==> config.mk <==
export PLATFORM = sky130hd
export DESIGN_NAME = comb_chain
export DESIGN_NICKNAME = d
export VERILOG_FILES = /design/src/rtl/comb_chain.sv
export SDC_FILE = /design/constraint.sdc
export NUM_CORES = 1
export LEC_CHECK = 0
export BUFFER_PORTS_ARGS = -buffer_cell sky130_fd_sc_hd__buf_4
export CORE_UTILIZATION = 60
export DETAILED_ROUTE_END_ITERATION = 7
export GPL_TIMING_DRIVEN = 0
export PLACE_DENSITY = 0.78
export SKIP_CTS_REPAIR_TIMING = 1
export SYNTH_ARGS = -nofsm -noshare
export SYNTH_HDL_FRONTEND = slang
export SYNTH_SLANG_ARGS = --single-unit
==> constraint.sdc <==
create_clock -name lr_clock -period 12.5 [get_ports lr_clock]
set_clock_uncertainty 0.15 [all_clocks]
set_input_delay 1.25 -clock lr_clock [delete_from_list [all_inputs] [get_ports lr_clock]]
set_output_delay 1.25 -clock lr_clock [all_outputs]
set_load 0.02 [all_outputs]
==> src/rtl/comb_chain.sv <==
// CIC comb section: N cascaded y[n] = x[n] - x[n-M] stages with independent
// delay history for CH time-multiplexed channels sharing one datapath.
module comb_chain #(
   parameter int IW = 19,
   parameter int OW = 19,
   parameter int N  = 3,
   parameter int M  = 1,
   parameter int CH = 2,
   parameter int CW = 1
) (
   input  logic          lr_clock,
   input  logic          reset,
   input  logic          i_valid,
   input  logic [CW-1:0] i_ch,
   input  logic [IW-1:0] i_data,
   output logic          o_valid,
   output logic [CW-1:0] o_ch,
   output logic [OW-1:0] o_data
);

   localparam logic [CW:0] CH_LIM = (CW+1)'(CH);

   // Slot 0 of each pipe is the conditioned input; slot k is stage k's register.
   logic [N:0]           v_pipe;
   logic [(N+1)*CW-1:0]  ch_pipe;
   logic [(N+1)*OW-1:0]  d_pipe;

   // Out-of-range channel indices are dropped before they can touch any state.
   assign v_pipe[0]          = i_valid && ({1'b0, i_ch} < CH_LIM);
   assign ch_pipe[0 +: CW]   = i_ch;
   assign d_pipe[0 +: OW]    = OW'($signed(i_data));

   genvar gi, ci;
   generate
      for (gi = 0; gi < N; gi++) begin : g_stage
         logic          stg_v;
         logic [CW-1:0] stg_ch;
         logic [OW-1:0] stg_d;
         logic [CH*OW-1:0] tap_flat;
         logic [OW-1:0] tap_sel;
         logic          v_reg;
         logic [CW-1:0] ch_reg;
         logic [OW-1:0] d_reg;

         assign stg_v  = v_pipe[gi];
         assign stg_ch = ch_pipe[gi*CW +: CW];
         assign stg_d  = d_pipe[gi*OW +: OW];

         for (ci = 0; ci < CH; ci++) begin : g_chan
            logic [OW-1:0] dly_reg [M];

            // Only the line of the channel carried by this valid sample advances.
            always_ff @(posedge lr_clock or posedge reset) begin
               if (reset) begin
                  for (int m = 0; m < M; m++) dly_reg[m] <= '0;
               end else if (stg_v && (stg_ch == CW'(ci))) begin
                  dly_reg[0] <= stg_d;
                  for (int m = 1; m < M; m++) dly_reg[m] <= dly_reg[m-1];
               end
            end

            assign tap_flat[ci*OW +: OW] = dly_reg[M-1];
         end

         always_comb begin
            tap_sel = '0;
            for (int c = 0; c < CH; c++) begin
               if (stg_ch == CW'(c)) tap_sel = tap_flat[c*OW +: OW];
            end
         end

         // Channel and data hold through bubbles so the output stays stable.
         always_ff @(posedge lr_clock or posedge reset) begin
            if (reset) begin
               v_reg  <= 1'b0;
               ch_reg <= '0;
               d_reg  <= '0;
            end else begin
               v_reg <= stg_v;
               if (stg_v) begin
                  ch_reg <= stg_ch;
                  d_reg  <= stg_d - tap_sel;
               end
            end
         end

         assign v_pipe[gi+1]              = v_reg;
         assign ch_pipe[(gi+1)*CW +: CW]  = ch_reg;
         assign d_pipe[(gi+1)*OW +: OW]   = d_reg;
      end
   endgenerate

   assign o_valid = v_pipe[N];
   assign o_ch    = ch_pipe[N*CW +: CW];
   assign o_data  = d_pipe[N*OW +: OW];

endmodule

==> metrics.cfg, run 1 <==
[timing]
setup-tns-final_ns = 0
slew_headroom_pct = 45.1
min_period_ns = 4.52
tightest_slew_ns = 0.823
timing.final.crit_share_pct = 36.1
hold_violations = 0
finalSetupViolCount = 0
rsz0062_at_grt = no
finalMaxSlewViolations = 0
fmax_mhz = 221

[power_and_ir_drop]
p_leak_nw = 4.86
switching_share_pct = 38.6
combPwrFrac_pct = 50.6
max-vdd-ir-drop_uv = 132
internal_power_mw = 1.80
power_switching_mw = 1.13
powerDensity_nw_per_um2 = 269
seqPwrFrac_pct = 32.7
clock_power_share_pct = 16.7

[finish]
n_antenna_cell = 0
syn2layout_area_growth_pct = 12.1
nets = 981
drive_gt1_share_pct = 24.1
layout.cells.non_filler = 1130
largest_reg_flops = 114
nFillCells = 1214
fin_area_um2 = 10900
multi_input_area_um2 = 5060
regArea_um2 = 4430

[synth]
synth_edf_count = 0
synth.cell_area_um2 = 9710
synth_ff_type = dfrtp_1
yosys_warnings = 0
avgSynthCellArea_um2 = 11.6
synthCells = 838
yosysSeqAreaShare_pct = 45.6
ys_seq_elements = 177
synthArstFlopShare_pct = 100
syn_nets = 918
synth_cell_types = 59

[worst_setup_path]
crit_chain = buf_4 -> buf_1 -> buf_1 -> mux2i_1 -> ha_1 -> a21o_1 -> o2bb2ai_1 -> or3_1 -> o221a_2 -> o41ai_2 -> xor2_1 -> a21oi_1
critPathSlowestCell = buf_1
cp_common_cell = buf_1
slowest_delay_ns = 0.62
worstPathRequired_ns = 12.64
crit_path_end_kind = flop
path_class = input pin to flop
crit_family = buffers and inverters
path_max_fanout = 10
worst-path-buf-inv = 3
arrival_ns = 4.66
cp-start-kind = input pin

[die]
core_um2 = 15800
rows = 46
initial_utilization_pct = 61.4
die-width_um = 129
dieHeight_um = 129
io_pins = 44
die_area_um2 = 16700

[clock_tree]
root_buffer = clkbuf_16
clkLatencyLatePin_ns = 0.43
cts_sinks = 177
cts_tree = done
cts_max_level = 4
path_clk_slew_ns = 0.06
numCtsBuffers = 17
cts_buffer_depth = 2

[outcome]
outcome = complete, no violations

[routing]
drtIter0Drc = 286
vias = 6592
finalWirelength_um = 18400
wl_per_cell_um = 16.2
route.detailed.drc = 0
dr.pass1.iters = 5
via_per_inst = 5.83
drtAntennaViolNets = 0

[global_route]
grt_pass1_wl_um = 31300
antenna_found_initial = 0
grt_use_total_pct = 23.8
grt_max_degree = 98
grt_overflow_total = 0
grt_pass1_vias = 6850

[place]
port_buffers = 43
place_inst = 1098
gp_congestion = 0.853
dp_hpwl_um = 13600
place_area_um2 = 10300

[hold_path]
hp-class = flop to flop

[run]
cap_violations = 0

[cells in the final DEF, fill, tap and decap left out, types with 5 or more instances in the layout]
cell | netlist | layout
a211oi_1 | 7 | 7
a21o_1 | 21 | 21
a21oi_1 | 45 | 45
a31oi_1 | 5 | 5
buf_1 | 11 | 11
buf_4 | 0 | 43
clkbuf_1 | 19 | 21
clkbuf_16 | 0 | 17
dfrtp_1 | 177 | 177
ha_1 | 54 | 54
inv_1 | 27 | 26
mux2_2 | 135 | 135
mux2i_1 | 58 | 58
nand2_1 | 43 | 43
nand2b_1 | 5 | 5
nand3_1 | 12 | 12
nor2_1 | 26 | 26
nor2b_1 | 7 | 7
nor3_1 | 9 | 9
o211ai_1 | 6 | 6
o21a_1 | 12 | 12
o21ai_0 | 29 | 29
o21ai_1 | 13 | 13
o21bai_1 | 9 | 9
o22ai_1 | 5 | 5
o31ai_1 | 5 | 5
or3_1 | 7 | 7
xnor2_1 | 24 | 24
xor2_1 | 11 | 11
[final cells by class]
cell class | instances | share of cell area, %
sequential | 177 | 40.7
clock inverter | 13 | 1.06
timing repair buffer | 44 | 3.22
inverter | 27 | 1.00
buffer | 31 | 1.08
tap | 216 | 2.48
multi-input combinational | 603 | 46.5
clock buffer | 19 | 3.98
[layer usage]
| metal | vias to the layer above | wire (um) | GRT usage (%) |
|---|---|---|---|
| met4 | 0 | 454 | 10.4 |
| met2 | 124 | 9490 | 43.5 |
| met5 | - | 0 | 0 |
| li1 | 3207 | - | - |
| met1 | 3221 | 7970 | 27.4 |
| met3 | 40 | 439 | 4.13 |
[path summary, 6_finish.rpt]
check / from / to / slack (ns) / cells past startpoint
hold / removal: g_stage[0].v_reg / g_stage[1].v_reg / 0.29 / 0
setup reg to reg: g_stage[1].ch_reg / o_data[18] / 8.38 / 11
max in group asynchronous: reset / g_stage[0].g_chan[0].dly_reg[3] / 10.62 / 3
setup / recovery: i_ch / g_stage[0].d_reg[17] / 7.98 / 12
min in group asynchronous: reset / g_stage[1].d_reg[1] / 0.74 / 2
hold reg to reg: g_stage[0].v_reg / g_stage[1].v_reg / 0.29 / 0
[worst reg2reg max path, cell delays in order (launching register included)]
cell      delay, ns
dfrtp_1        0.38
buf_1          0.56
buf_1          0.69
mux2i_1        0.30
ha_1           0.33
a211oi_1       0.35
o21bai_1       0.17
o21ba_2        0.25
o21ai_1        0.24
a311oi_1       0.14
or3_1          0.32
a31oi_1        0.16
[synth_stat cells (all sizes together) (19+ instances only)]
| cell type | number | area [um2] |
|---|---|---|
| a21o | 21 | 158 |
| a21oi | 45 | 225 |
| clkbuf | 19 | 71.3 |
| dfrtp | 177 | 4430 |
| ha | 54 | 676 |
| inv | 27 | 101 |
| mux2 | 135 | 1520 |
| mux2i | 58 | 581 |
| nand2 | 43 | 161 |
| nor2 | 26 | 97.6 |
| o21ai | 42 | 210 |
| xnor2 | 24 | 210 |
[metrics by stage]
step / utilization (%) / worst slack (ns) / hold WS, ns / total power [mW]
final: 68.8 / 7.98 / 0.290 / 2.93
after global routing: 68.8 / 7.83 / 0.291 / 3.17
after CTS: 68.8 / 8.00 / 0.275 / 2.94
after detailed placement: 65.3 / 7.55 / 0.259 / 2.43
after global placement: 65.1 / 4.88 / 0.258 / 2.34
after floorplan: - / 6.30 / 0.202 / 2.10
[cells by family (layout without fill, tap and decap cells)]
logic type,after synthesis,after routing,synth area share [%]
xor+xnor,35,35,3.16
simple gates,129,129,6.76
buf+inv,58,134,2.25
compound gates,189,189,13.0
fa+ha+maj,57,57,7.58
flops,177,177,45.6
mux,193,193,21.6
[power groups by stage]
stage	Sequential, mW	Clock (mW)	Combinational, mW
final	0.958	0.490	1.48
after global routing	0.989	0.524	1.66
after CTS	0.959	0.501	1.48
after detailed placement	0.965	0	1.47
after global placement	0.943	0	1.40
after floorplan	0.955	0	1.14
Note: power is estimated with default switching activity, not from simulation.
==> run 2, diff against run 1 <==
==> constraint.sdc (replaced) <==
create_clock -name lr_clock -period 4.6 [get_ports lr_clock]
set_clock_uncertainty 0.15 [all_clocks]
set_input_delay 0.46 -clock lr_clock [delete_from_list [all_inputs] [get_ports lr_clock]]
set_output_delay 0.46 -clock lr_clock [all_outputs]
set_load 0.02 [all_outputs]
==> run 2 against run 1 <==
The flow now finishes with violations (hold timing). Global-route usage up 0.26 points. Worst setup slack worse by 7.5 ns. Register-to-register slack worse by 7.9 ns. Total power rose to 2.8 times the previous value. Flip-flop and latch count unchanged. Utilization up 1.1 points. Final area up 1.7%. First-iteration DRC count up 11%. Critical path type is now flop to flop. Non-clock buffer count up 3. Final cell count up 0.18%. Via count up 0.85%. Clock power rose to 3.3 times the previous value.
==> metrics.cfg, run 2 (synthesized netlist as in run 1, its figures left out) <==
[outcome]
outcome = complete, but fails checks  ; was complete, no violations
violations = hold timing

[global_route]
antenna_found_initial = 0  ; unchanged
grt_max_degree = 48  ; was 98
grt_pass1_vias = 6690  ; was 6850
grt_pass1_wl_um = 31600  ; was 31300 um
busiest_layer = met2  ; unchanged
grtUsageMet3_pct = 3.30  ; was 4.13%
grt_use_met2_pct = 44.3  ; was 43.5%
use_met1_pct = 28.2  ; was 27.4%
grt_use_total_pct = 24.1  ; was 23.8%
grt_overflow_total = 0  ; unchanged

[worst_setup_path]
path_max_fanout = 10  ; unchanged
crit_family = buffers and inverters  ; unchanged
arrival_ns = 4.32  ; was 4.66 ns
slowest_delay_ns = 0.67  ; was 0.62 ns
cp_common_cell = buf_1  ; unchanged
r2r_slack_ns = 0.45  ; was 8.38 ns
worstReg2RegStart = g_stage[1].ch_reg  ; unchanged
worst-path-buf-inv = 2  ; was 3
critPathSlowestCell = buf_1  ; unchanged
timing.rr.end = o_data[17]  ; was o_data[18]
cp-start-kind = flop  ; was input pin
rr_worst_depth = 11  ; unchanged
path_class = flop to flop  ; was input pin to flop
worstPathRequired_ns = 4.77  ; was 12.64 ns
crit_path_end_kind = flop  ; unchanged
crit_chain = buf_1 -> buf_1 -> mux2i_1 -> ha_1 -> and3_1 -> nand2_1 -> a211oi_1 -> o2111ai_1 -> o21ai_1 -> xnor2_1 -> mux2_2  ; was buf_4 -> buf_1 -> buf_1 -> mux2i_1 -> ha_1 -> a21o_1 -> o2bb2ai_1 -> or3_1 -> o221a_2 -> o41ai_2 -> xor2_1 -> a21oi_1

[routing]
via_per_inst = 5.87  ; was 5.83
route.detailed.drc = 0  ; unchanged
dr.pass1.iters = 5  ; unchanged
vias = 6648  ; was 6592
drtIter0Drc = 318  ; was 286
drtAntennaViolNets = 0  ; unchanged
finalWirelength_um = 18600  ; was 18400 um
wl_per_cell_um = 16.5  ; was 16.2 um

[run]
cap_violations = 0  ; unchanged

[finish]
nFillCells = 1178  ; was 1214
final_common_cell = dfrtp_1  ; unchanged
syn2layout_area_growth_pct = 14.0  ; was 12.1%
largest_reg_flops = 114  ; unchanged
n_antenna_cell = 0  ; unchanged
nets = 984  ; was 981
final_cell_mix = dfrtp_1 (177), mux2_2 (135), mux2i_1 (58), ha_1 (54), a21oi_1 (45)  ; unchanged
drive_gt1_share_pct = 24.3  ; was 24.1%

[power_and_ir_drop]
p_leak_nw = 4.94  ; was 4.86 nW
powerDensity_nw_per_um2 = 749  ; was 269 nW/um2
max-vdd-ir-drop_uv = 379  ; was 132 uV

[clock_tree]
cts_tree = done  ; unchanged
root_buffer = clkbuf_16  ; unchanged
cts_max_level = 4  ; unchanged
cts_sinks = 177  ; unchanged
cts_buffer_depth = 2  ; unchanged
clkLatencyLatePin_ns = 0.43  ; about the same
path_clk_slew_ns = 0.06  ; about the same
numCtsBuffers = 17  ; unchanged

[place]
dp_hpwl_um = 13800  ; was 13600 um
gp_congestion = 0.851  ; was 0.853
port_buffers = 43  ; unchanged

[hold_path]
hp-class = input pin to asynchronous set/reset pin  ; was flop to flop

[die]
core_um2 = 15800  ; unchanged
initial_utilization_pct = 61.4  ; unchanged
dieHeight_um = 129  ; unchanged
rows = 46  ; unchanged
die-width_um = 129  ; unchanged
io_pins = 44  ; unchanged
die_area_um2 = 16700  ; unchanged

[timing]
fmax_mhz = 241
min_period_ns = 4.15
finalMaxSlewViolations = 0  ; unchanged
hold_violations = 25  ; was 0
setup-tns-final_ns = 0  ; unchanged
finalSetupViolCount = 0  ; unchanged
timing.final.crit_share_pct = 90.2
holdWs_ns = -0.0254  ; was 0.290 ns
tightest_slew_ns = 0.799  ; was 0.823 ns
rsz0062_at_grt = no  ; unchanged
slew_headroom_pct = 46.8  ; was 45.1%

## run 2: cell types whose count changed in the layout (fill, tap and decap cells not counted)
cell / change
inv_8: -1
clkinv_4: -1
inv_6: +1
bufinv_16: +5
clkbuf_1: -1
clkinvlp_4: -1
clkbuf_8: +1
clkinv_2: -4
buf_12: +3
## run 2: cell type report
class                      instances  area [um2]  area share [%]
tap                              216         270            2.44
sequential                       177        4430            40.0
clock buffer                      19         443            4.00
buffer                            31         118            1.06
clock inverter                    12         230            2.08
timing repair buffer              47         410            3.71
inverter                          27         105           0.950
multi-input combinational        603        5060            45.7
## run 2: report_power, final
group | internal [mW] | switching, mW
clock | 1.03 | 0.600
sequential | 2.19 | 0.410
combinational | 1.97 | 2.09
## run 2: how the worst max path moves through the flow
stage,end,slack [ns],depth (start not counted),start
detailed placement,g_stage[0].d_reg[17],0.42,12,i_ch
finish,o_data[17],0.45,11,g_stage[1].ch_reg
global placement,g_stage[0].d_reg[17],0.53,12,i_ch
global route,o_data[18],0.13,11,g_stage[1].ch_reg
CTS,o_data[18],0.46,11,g_stage[1].ch_reg
floorplan,g_stage[0].d_reg[17],1.03,11,i_ch
## run 2: per-stage QoR
stage	cell area (um2)	cells	util (%)	total power, mW	setup WS (ns)
floorplan	9710	838	-	5.70	1.03
global placement	10300	1097	65.1	6.37	0.533
detailed placement	10400	1101	65.7	6.61	0.419
CTS	11100	1132	69.9	8.29	0.456
global route	11100	1132	69.9	8.92	0.134
finish	11100	1132	69.9	8.29	0.449
## run 2: routing by layer
layer	vias up	wire, um
met4	0	412
met5	-	0
met2	158	9680
li1	3216	-
met1	3237	8010
met3	37	523
==> run 3, diff against run 2 <==
==> config.mk (replaced) <==
export PLATFORM = sky130hd
export DESIGN_NAME = comb_chain
export DESIGN_NICKNAME = d
export VERILOG_FILES = /design/src/rtl/comb_chain.sv
export SDC_FILE = /design/constraint.sdc
export NUM_CORES = 1
export LEC_CHECK = 0
export CORE_UTILIZATION = 60
export DETAILED_ROUTE_END_ITERATION = 7
export DONT_BUFFER_PORTS = 1
export GPL_TIMING_DRIVEN = 0
export PLACE_DENSITY = 0.76
export SKIP_CTS_REPAIR_TIMING = 1
export SLEW_MARGIN = 10
export SYNTH_ARGS = -nofsm -noshare
export SYNTH_HDL_FRONTEND = slang
export SYNTH_SLANG_ARGS = --single-unit
==> run 3 against run 2 <==
The flow now finishes without violations. Total power is 4.4% lower. Die area unchanged. Non-clock buffer count decreased by 40. Critical path depth is the same. Critical path type unchanged. Critical endpoint unchanged. Highest routed layer unchanged.
==> metrics.cfg, run 3 (synthesized netlist as in run 1, its figures left out) <==
[power_and_ir_drop]
switching_share_pct = 37.7  ; was 37.4%
seqPwrFrac_pct = 34.3  ; was 31.3%
combPwrFrac_pct = 47.3  ; was 49.0%
power_switching_mw = 2.99  ; was 3.10 mW
internal_power_mw = 4.93  ; was 5.19 mW
powerDensity_nw_per_um2 = 740  ; was 749 nW/um2
p_leak_nw = 4.72  ; was 4.94 nW
clock_power_share_pct = 18.4  ; was 19.7%
max-vdd-ir-drop_uv = 358  ; was 379 uV

[timing]
fmax_mhz = 241  ; about the same
tightest_slew_ns = 0.780  ; was 0.799 ns
finalMaxSlewViolations = 0  ; unchanged
finalWorstSetupSlack_ns = 0.449  ; about the same
finalSetupViolCount = 0  ; unchanged
timing.final.crit_share_pct = 90.2  ; about the same
hold_violations = 0  ; was 25
slew_headroom_pct = 48.0  ; was 46.8%
rsz0062_at_grt = no  ; unchanged
min_period_ns = 4.15  ; about the same
setup-tns-final_ns = 0  ; unchanged

[worst_setup_path]
cp-start-kind = flop  ; unchanged
worst-path-buf-inv = 2  ; unchanged
worstReg2RegStart = g_stage[1].ch_reg  ; unchanged
arrival_ns = 4.31  ; was 4.32 ns
path_max_fanout = 10  ; unchanged
slowest_delay_ns = 0.66  ; was 0.67 ns
crit_start = g_stage[1].ch_reg  ; unchanged
critPathSlowestCell = buf_1  ; unchanged
cp_num_cells = 11  ; unchanged
worstPathRequired_ns = 4.76  ; was 4.77 ns
cp_common_cell = buf_1  ; unchanged
crit_chain = buf_1 -> buf_1 -> mux2i_1 -> ha_1 -> and3_1 -> nand2_1 -> a211oi_1 -> o2111ai_1 -> o21ai_1 -> xnor2_1 -> mux2_2  ; unchanged
crit_path_end_kind = flop  ; unchanged
rr_worst_depth = 11  ; unchanged
crit_family = buffers and inverters  ; unchanged
path_class = flop to flop  ; unchanged

[routing]
drtIter0Drc = 215  ; was 318
drtAntennaViolNets = 0  ; unchanged
finalWirelength_um = 17800  ; was 18600 um
wl_per_cell_um = 16.3  ; was 16.5 um
via_per_inst = 5.86  ; was 5.87
route.detailed.drc = 0  ; unchanged
dr.pass1.iters = 4  ; was 5
vias = 6396  ; was 6648

[global_route]
antenna_found_initial = 0  ; unchanged
grt_max_degree = 41  ; was 48
grt_overflow_total = 0  ; unchanged
grt_pass1_vias = 6779  ; was 6690
grt_use_total_pct = 23.3  ; was 24.1%
grt_pass1_wl_um = 30700  ; was 31600 um

[finish]
nets = 944  ; was 984
syn2layout_area_growth_pct = 10.4  ; was 14.0%
n_antenna_cell = 0  ; unchanged
drive_gt1_share_pct = 20.4  ; was 24.3%
largest_reg_flops = 114  ; unchanged
final_common_cell = dfrtp_1  ; unchanged
nFillCells = 1196  ; was 1178
final_cell_mix = dfrtp_1 (177), mux2_2 (135), mux2i_1 (58), ha_1 (54), a21oi_1 (45)  ; unchanged

[die]
die-width_um = 129  ; unchanged
rows = 46  ; unchanged
die_area_um2 = 16700  ; unchanged
io_pins = 44  ; unchanged
initial_utilization_pct = 61.4  ; unchanged
dieHeight_um = 129  ; unchanged
core_um2 = 15800  ; unchanged

[place]
port_buffers = 0  ; was 43
gp_congestion = 0.828  ; was 0.851
dp_worst_setup_slack_ns = 0.532  ; was 0.419 ns
dp_hpwl_um = 13600  ; was 13800 um

[hold_path]
hp-class = input pin to flop  ; was input pin to asynchronous set/reset pin
hp-start = i_data[18]
min_path_cells = 1

[clock_tree]
root_buffer = clkbuf_16  ; unchanged
cts_max_level = 4  ; unchanged
cts_tree = done  ; unchanged
cts_buffer_depth = 2  ; unchanged
cts_sinks = 177  ; unchanged
path_clk_slew_ns = 0.06  ; about the same
clkLatencyLatePin_ns = 0.43  ; about the same
numCtsBuffers = 17  ; unchanged

[outcome]
outcome = complete, no violations  ; was complete, but fails checks

[run]
cap_violations = 0  ; unchanged

[run 3: changes by cell type in the layout (fill, tap and decap cells not counted)]
cell / previous run / this run
clkbuf_1: 20 / 22
buf_4: 43 / 0
clkinv_2: 0 / 1
bufinv_16: 6 / 3
buf_12: 3 / 4
dlygate4sd3_1: 0 / 2
clkinv_4: 2 / 1
clkbuf_8: 1 / 3
inv_6: 2 / 1
[run 3: power by group through the flow]
stage / clock network [mW] / logic [mW] / registers, mW
after floorplan: 0 / 3.11 / 2.59
after global placement: 0 / 3.55 / 2.68
after detailed placement: 0 / 3.70 / 2.74
after CTS: 1.49 / 3.73 / 2.72
after global routing: 1.56 / 4.20 / 2.80
final: 1.46 / 3.75 / 2.72
[run 3: final cells by class]
cell class | count | area (um2) | area share, %
multi-input combinational | 603 | 5060 | 47.2
clock buffer | 23 | 478 | 4.46
clock inverter | 8 | 128 | 1.19
inverter | 27 | 105 | 0.981
tap | 216 | 270 | 2.52
timing repair buffer | 7 | 128 | 1.19
sequential | 177 | 4430 | 41.3
buffer | 31 | 118 | 1.10
[run 3: worst paths after layout]
check                                                   end  slack, ns
max                                              o_data[17]       0.45
min in group asynchronous   g_stage[2].g_chan[0].dly_reg[2]       0.39
min                        g_stage[0].g_chan[0].dly_reg[18]       0.03
min reg2reg                                g_stage[1].v_reg       0.27
max reg2reg                                      o_data[17]       0.45
max in group asynchronous   g_stage[0].g_chan[1].dly_reg[8]       3.13
[run 3: layer usage]
metal	share of wire, %	up-vias	global-route usage [%]
li1	-	3143	-
met3	2.6	34	4.38
met4	2.4	0	10.2
met1	44	3099	27.1
met5	0	-	0
met2	51	120	42.0
[run 3: stage by stage]
stage               util, %  hold slack [ns]  instance area, um2  instances  total power [mW]
floorplan                 -            0.202                9710        838              5.70
global placement       63.1            0.259                9980       1054              6.23
detailed placement     63.8            0.228               10100       1059              6.44
CTS                    67.6           -0.223               10700       1090              7.95
global route           67.7           0.0132               10700       1092              8.56
finish                 67.7           0.0317               10700       1092              7.93
